--- src/rtl/philo_ring.sv ---
// philo_ring: N philosophers in a ring passing a READING token and competing to eat.
// Optional starvation counters and mutex monitor are built when PHILO_STARVE_MON_EN is defined.
module philo_ring #(
  parameter int N        = 8,
  parameter int READER   = 0,
  parameter int WAIT_W   = 8,
  parameter int MAX_WAIT = 200
) (
  input  logic           clock,
  input  logic           reset_n,
  input  logic [N-1:0]   coin,
  output logic [2*N-1:0] st,
  output logic [N-1:0]   starve,
  output logic           mutex_err
);

  typedef enum logic [1:0] {
    THINKING = 2'd0,
    READING  = 2'd1,
    EATING   = 2'd2,
    HUNGRY   = 2'd3
  } state_t;

  if (N < 3 || N > 32) begin : g_bad_n
    $error("philo_ring: N must be in 3..32");
  end
  if (READER < 0 || READER >= N) begin : g_bad_reader
    $error("philo_ring: READER must be in 0..N-1");
  end
  if (MAX_WAIT < 1 || longint'(MAX_WAIT) > ((longint'(1) << WAIT_W) - 1)) begin : g_bad_wait
    $error("philo_ring: MAX_WAIT must be in 1..2^WAIT_W-1");
  end

  function automatic logic [2*N-1:0] resetPattern();
    logic [2*N-1:0] v;
    v = '0;
    for (int i = 0; i < N; i++) begin
      v[2*i+:2] = (i == READER) ? READING : THINKING;
    end
    return v;
  endfunction

  localparam logic [2*N-1:0] LP_RESET = resetPattern();

  // lft is the (i+1) neighbour, rgt the (i-1) neighbour; all sampled pre-edge.
  function automatic state_t nextState(input state_t cur, input state_t lft,
                                       input state_t rgt, input logic c);
    state_t n;
    n = cur;
    case (cur)
      READING:  if (lft == THINKING) n = THINKING;
      THINKING: n = !c ? HUNGRY : ((rgt == READING) ? READING : THINKING);
      EATING:   if (c) n = THINKING;
      HUNGRY:   if (lft != EATING && rgt != HUNGRY && rgt != EATING) n = EATING;
      default:  n = cur;
    endcase
    return n;
  endfunction

  logic [2*N-1:0] r_state;
  logic [2*N-1:0] w_next;

  for (genvar i = 0; i < N; i++) begin : g_ph
    localparam int LP_L = (i + 1) % N;
    localparam int LP_R = (i + N - 1) % N;
    assign w_next[2*i+:2] = nextState(state_t'(r_state[2*i+:2]),
                                      state_t'(r_state[2*LP_L+:2]),
                                      state_t'(r_state[2*LP_R+:2]),
                                      coin[i]);
  end

  always_ff @(posedge clock) begin
    if (!reset_n) begin
      r_state <= LP_RESET;
    end else begin
      r_state <= w_next;
    end
  end

  assign st = r_state;

`ifdef PHILO_STARVE_MON_EN
  localparam logic [WAIT_W-1:0] LP_SAT = '1;
  localparam logic [WAIT_W-1:0] LP_MAX = WAIT_W'(MAX_WAIT);

  logic [WAIT_W-1:0] r_wait [N];
  logic              r_mutex;
  logic [N-1:0]      w_hungry;
  logic [N-1:0]      w_adjEat;

  for (genvar i = 0; i < N; i++) begin : g_mon
    localparam int LP_L = (i + 1) % N;
    assign w_hungry[i] = (r_state[2*i+:2] == HUNGRY);
    assign w_adjEat[i] = (r_state[2*i+:2] == EATING) && (r_state[2*LP_L+:2] == EATING);
    assign starve[i]   = (r_wait[i] >= LP_MAX);
  end

  // Counters saturate rather than wrap so a long-starved philosopher stays flagged.
  always_ff @(posedge clock) begin
    if (!reset_n) begin
      for (int i = 0; i < N; i++) begin
        r_wait[i] <= '0;
      end
      r_mutex <= 1'b0;
    end else begin
      for (int i = 0; i < N; i++) begin
        if (!w_hungry[i]) begin
          r_wait[i] <= '0;
        end else if (r_wait[i] != LP_SAT) begin
          r_wait[i] <= r_wait[i] + WAIT_W'(1);
        end
      end
      if (|w_adjEat) begin
        r_mutex <= 1'b1;
      end
    end
  end

  assign mutex_err = r_mutex;
`else
  assign starve    = '0;
  assign mutex_err = 1'b0;
`endif

endmodule

--- config.mk ---
export PLATFORM = sky130hd
export DESIGN_NAME = philo_ring
export DESIGN_NICKNAME = d
export VERILOG_FILES = /design/src/rtl/philo_ring.sv
export SDC_FILE = /design/constraint.sdc
export NUM_CORES = 1
export LEC_CHECK = 0
export ABC_AREA = 0
export CORE_MARGIN = 4
export CORE_UTILIZATION = 45
export CTS_CLUSTER_SIZE = 20
export DETAILED_ROUTE_END_ITERATION = 6
export PLACE_DENSITY = 0.87
export SYNTH_ARGS = -nofsm -noshare
export SYNTH_HDL_FRONTEND = slang
export SYNTH_SLANG_ARGS = --single-unit
--- constraint.sdc ---
create_clock -name clock -period 1.54 [get_ports clock]
set_input_delay 0.385 -clock clock [delete_from_list [all_inputs] [get_ports clock]]
set_output_delay 0.385 -clock clock [all_outputs]
set_load 0.01 [all_outputs]
# After elaboration in Yosys (flattened, before gate mapping)
# Cells that the tools add are included.
[totals]
regBits = 16
latch_bits = 0
ram_bits = 0
mem_bits_ro = 0
in_bits = 10
out_inout_bits = 25
wordCells = 152
mem_count = 0
[op_classes]
add_sub_neg = 0
n_mul = 0
div_mod_pow = 0
order_cmp = 0
eq_ne = 64
shifts = 0
mux = 48
bitwise_logic = 0
n_reduce_logical = 32
[op_table]
columns = ["operator", "n"]
rows = [
  ["$ne 2x2->1 const B", 39],
  ["$mux 2", 32],
  ["$pmux 2 s4", 8],
  ["$eq 2x2->1 const B", 16],
  ["$reduce_and 3->1", 8],
  ["$eq 2x1->1 const B", 8],
  ["$logic_and 1x1->1", 16],
  ["$logic_not 2->1", 8],
  ["$mux 1", 8],
  ["$ne 2x1->1 const B", 1],
]

# Longest topological paths before layout
# Gate-level depths: netlist of the first run.
[depth]
ltp_word = 5
ltp_mapped = 5
depth_no_buf = 5

# Least setup slack after synthesis of the first run
# Ideal clock, no wire load.
[synth_timing]
path_kind = "reg2reg"
start = "reg r_state[2] (netlist: st[2])"
end = "reg r_state[0] (netlist: st[0])"
setup_ps = 72
t_arrival_ps = 1693
required_time_ps = 1468
slack_ps = -225
path_stages_with_launch = 6
n_path_buf = 0
path_cell_list = "dfxtp_1 > inv_1 > ha_1 > or3_1 > a222oi_1 > mux2i_1"
[synth_between]
elab_chain_cells = 5
word_cells_on_any_way = 7
classes_between = "eq/ne: 3; reduce/logical: 4"
[synth_lines]
columns = ["item", "line_no", "text"]
rows = [
  ["start: declaration", "60", "logic [2*N-1:0] r_state;"],
  ["start signal: assignment", "76", "r_state <= w_next;"],
  ["$ne 2x2->1", "54", "HUNGRY: if (lft != EATING && rgt != HUNGRY && rgt != EATING) n = EATING;"],
  ["$logic_and 1x1->1 (2 in a row)", "54", ""],
  ["$ne 2x2->1 (no source line)", "n/a", ""],
  ["$reduce_and 3->1 (no source line) (*)", "n/a", ""],
]
# Every way passes the cells marked *; elsewhere a longest branch is shown, timed or not.
# A chain may end at the register's enable or synchronous reset.

# Worst setup path after layout of the first run
[layout_timing]
start = "reg r_state[2] (netlist: st[2])"
end = "reg r_state[1] (netlist: st[1])"
# The elaborated chain is that of the path after synthesis.

==> metrics.txt, run 1 <==
outcome complete, but fails checks; failing checks setup timing; worst hold stages 2; CP max stage cell dfxtp_4; HP Class flip-flop to flip-flop; Die Wd ~66 um; pin count of the biggest net entering global routing 13; Peak VDD IR approximately 0.00085 V; HP Start st[8]$_SDFFE_PN0P_; most common cell after layout, fill and taps aside inv_1; max FFs per register 16; utilization after layout a little under 70%; H-tree Lvls 1; io pins 35; FF-to-FF Start st[2]$_SDFFE_PN0P_; Clk Latency, worst-skew pair approximately 0.31 ns; Max Cap Viol 0; Max Slew Vio Count 0; Critical Path AT between 1.5 and 2 ns; initial drt markers 53; post-route worst setup slack -0.116 ns; final net count ~280; Post-Syn Instances 180; CP Cell Sequence inv_4 > ha_4 > or3_1 > a222oi_1 > buf_4 > mux2i_1; yosys warns 0; total die area approximately 4400 um2; Crit path largest cell delay ~0.37 ns; Die Y-Extent approximately 66 um; Synth Area per Inst 8.49 um2; crit end category flip-flop; PwrDens 1620 nW/um2; Total Routing Usage GR around 17%; number of global-route vias before repair ~1400; number of synthesized flops with an enable pin 0; Fillers around 260; post-route ant nets 0; Longest Clk Path Bufs 2; final setup fails 4; CTS tree built; Period minus WS final between 1.5 and 2 ns; startpoint types flip-flop; register area share after synthesis 21.0%; critical path class flip-flop to flip-flop; RSZ-0062 raised after global routing yes; area delta synth->final 39.2%; layout cells sized above 1 between 20% and 30%; Final Cycle Share 108%; # hold bufs at CTS 0; #FFs+latches synth 16; vias per cell a little under 5; crit path from st[2]$_SDFFE_PN0P_; highest-count cells in the layout ignoring fill and taps inv_1, buf_4, ha_1; ant diodes 0; Core ar. 3150 um2; CTS clk-pin slew, worst paths about 0.11 ns; clk sink count 16; Max Fanout on Critical Path 2; global-route wire length before repair 5.82 mm; Starting Density roughly half; pre-CTS setup slack -0.122 ns; Async S/R FF share, synth 0%; wire length per cell ~13 um; DP HPWL between 2 and 3 mm; Max Freq between 600 and 700 MHz; Port Buffers 25; clk root buf clkbuf_4; setup total negative slack -0.267 ns; Hold Vio Cnt, Final 0; DRT Wirelength 3.57 mm; Static Leak 0.00102 uW; Synth cell types 23; Rows 20; drt drc 0; Crit path required time between 1.5 and 2 ns; initial antenna violation count 0; Mapped Area approximately 1500 um2; reg2reg path depth 6; Reg2Reg Setup Slack -0.12 ns; gpl congestion roughly 0.85; Overflow after GRT 0; Final Power ~3400 uW; DR pass1 iterations 4; cts bufs inserted 3; routed vias roughly 1400; Most used DFF post-synth dfxtp_1; Max Clock Skew between 0.005 and 0.006 ns
[per-stage QoR]
step | instance area (um2) | hold slack [ns] | cells
floorplan | 1640 | 0.503 | 188
global placement | 2030 | 0.489 | 268
detailed placement | 2030 | 0.502 | 268
CTS | 2080 | 0.495 | 275
global route | 2130 | 0.531 | 276
finish | 2130 | 0.483 | 276
[final timing paths]
path / to
max: st[1]$_SDFFE_PN0P_
min: st[8]$_SDFFE_PN0P_
max reg2reg: st[1]$_SDFFE_PN0P_
min reg2reg: st[8]$_SDFFE_PN0P_
[layout make-up]
cell class / instances / area (um2) / share of cell area, %
timing repair buffer: 52 / 433 / 20.4
clock buffer: 4 / 36.3 / 1.71
multi-input combinational: 128 / 1120 / 52.6
tap: 44 / 55.1 / 2.59
sequential: 16 / 353 / 16.6
inverter: 32 / 130 / 6.12
[logic make-up (layout without fill, tap and decap cells)]
family | Yosys count | in the layout | synth area share, %
AOI/OAI and AO/OA | 27 | 27 | 13.0
buffers and inverters | 44 | 88 | 13.6
DFF | 16 | 16 | 21.0
other | 1 | 9 | 0.245
muxes | 16 | 16 | 10.5
and+or+nand+nor | 44 | 44 | 15.5
adders and majority gates | 32 | 32 | 26.2
[per-layer routing]
metal | routed length [um] | global-route usage, %
met5 | 0 | 0
met4 | 63 | 7.61
met3 | 165 | 2.38
met2 | 1740 | 28.6
met1 | 1600 | 21.1
[critical path: cells and delay by family (launching register included)]
family / cells / cell delay (ns)
simple gates: 1 / 0.37
compound gates: 1 / 0.31
mux: 1 / 0.18
buf+inv: 2 / 0.22
flops: 1 / 0.37
fa+ha+maj: 1 / 0.14
[Yosys cell counts, types with 2 or more instances]
cell       n  area (um2)
a211o_1    3        26.3
nand2_1   18        67.6
inv_1     32         120
o31ai_1    6        45.0
o21ai_0    8        40.0
o221ai_1   6        52.6
a222oi_1   2        20.0
mux2i_1   16         160
and2b_1    2        15.0
nor2b_1   15        93.8
or3_1      2        12.5
ha_1      32         400
buf_4      9        67.6
nand4b_1   2        17.5
dfxtp_1   16         320
nand2b_1   4        25.0
[timing repair]
action | 4_1_cts | 5_1_grt
cloned | 0 | 0
pin swaps | 5 | 2
resized for setup | 29 | 6
endpoints found under the setup margin | 22 | 11
setup buffers | 3 | 1
[report_power, final]
group          switching [uW]  internal (uW)
sequential                224            655
combinational            1090           1160
clock                     164            145
total                    1480           1960
No activity file was read; power rests on OpenSTA's default activity.
==> inputs of run 2 (changes only) <==
- CORE_ASPECT_RATIO: not set -> 1.25
==> metrics.txt, run 2 (synthesized netlist as in run 1, its figures left out) <==
outcome complete, but fails checks; failing checks setup timing; HP Class flip-flop to flip-flop; Crit path largest cell delay about 0.58 ns; drt drc 0; Die Y-Extent 73.1 um; layout cells sized above 1 ~28%; post-route ant nets 0; H-tree Lvls 1; gpl congestion ~0.83; Port Buffers 25; DP HPWL approximately 2.8 mm; initial drt markers 33; Period minus WS final 1.65 ns; DRT Wirelength between 3 and 4 mm; pre-CTS setup slack -0.130 ns; Peak VDD IR about 0.0011 V; Max Clock Skew ~0.0012 ns; DR pass1 iterations 4; Critical Path AT ~1.3 ns; Buf/Inv on CP 1; post-route worst setup slack -0.108 ns; CP max stage cell clkdlybuf4s50_1; Total Routing Usage GR 17.4%; Overflow after GRT 0; Max Cap Viol 0; Longest Clk Path Bufs 2; CP Cell Sequence clkdlybuf4s50_1; io pins 35; total die area ~4400 um2; Fillers 261; critical path class flip-flop to primary output; clk sink count 16; area delta synth->final 41.9%; RSZ-0062 raised after global routing yes; ant diodes 0; Die Wd 60.1 um; final instance area between 2000 and 2500 um2; # hold bufs at CTS 0; Hold Vio Cnt, Final 0; final net count 274; Max Slew Vio Count 0; Clk Latency, worst-skew pair 0.26 ns; final setup fails 5; vias per cell roughly 5.1; Max Fanout on Critical Path 5; Crit path required time between 1 and 1.5 ns; Max Freq between 600 and 700 MHz; Hold Slack between 0.4 and 0.5 ns; cts bufs inserted 3; CP delay by family, top buffers and inverters; Static Leak a little over 0.001 uW; CTS tree built; number of global-route vias before repair roughly 1400; most common cell after layout, fill and taps aside inv_1; Final Power around 3600 uW; Final Cycle Share 107%; Placed Area roughly 2000 um2; highest-count cells in the layout ignoring fill and taps inv_1, ha_1, buf_4; Core ar. 3220 um2; wire length per cell between 10 and 15 um; startpoint types flip-flop; global-route wire length before repair about 6 mm; CTS clk-pin slew, worst paths about 0.07 ns; Starting Density a little under half; Rows 23; pin count of the biggest net entering global routing 16; max FFs per register 16; clk root buf clkbuf_8; initial antenna violation count 0; PwrDens around 1700 nW/um2; routed vias around 1400; crit end category primary output
-- run 2: layout make-up --
class,count,area (um2),area share (%)
tap,37,46.3,2.14
multi-input combinational,128,1140,52.8
timing repair buffer,51,439,20.3
inverter,32,130,6.00
sequential,16,352,16.2
clock buffer,4,55.1,2.54
-- run 2: path summary, 6_finish.rpt --
check / to / slack [ns] / cells past startpoint / startpoint
worst min-delay path: st[13]$_SDFFE_PN0P_ / 0.50 / 2 / st[13]$_SDFFE_PN0P_
worst max register to register: st[1]$_SDFFE_PN0P_ / -0.10 / 6 / st[2]$_SDFFE_PN0P_
worst max-delay path: st[1] / -0.11 / 1 / st[1]$_SDFFE_PN0P_
worst min register to register: st[13]$_SDFFE_PN0P_ / 0.50 / 2 / st[13]$_SDFFE_PN0P_
-- run 2: report_power, final --
part / switching [uW] / leakage (uW) / internal (uW) / total, uW
combinational: 1110 / 0.000854 / 1180 / 2290
sequential: 244 / 0.000138 / 655 / 899
clock: 166 / 0.0000288 / 227 / 393
total: 1510 / 0.00102 / 2060 / 3580
-- run 2: stage by stage --
step	util (%)	TNS, ns	instances
2_1_floorplan	-	-0.278	188
3_3_place_gp	62.5	-0.216	259
3_5_place_dp	62.5	-0.612	259
4_1_cts	64.7	-0.366	265
5_1_grt	67.2	-0.698	268
6_report	67.2	-0.362	268
-- run 2: layer usage --
metal | up-vias | track usage [%] | share of wire [%]
met3 | 5 | 1.95 | 3.3
met5 | - | 0 | 0
met1 | 652 | 19.9 | 41
met4 | 0 | 5.91 | 1.5
li1 | 680 | - | -
met2 | 27 | 32.3 | 54
-- run 2: timing repair --
action | 4_1_cts | 5_1_grt
setup endpoints to repair | 22 | 13
pin swaps | 5 | 2
gates resized for setup | 27 | 10
setup buffers | 2 | 3
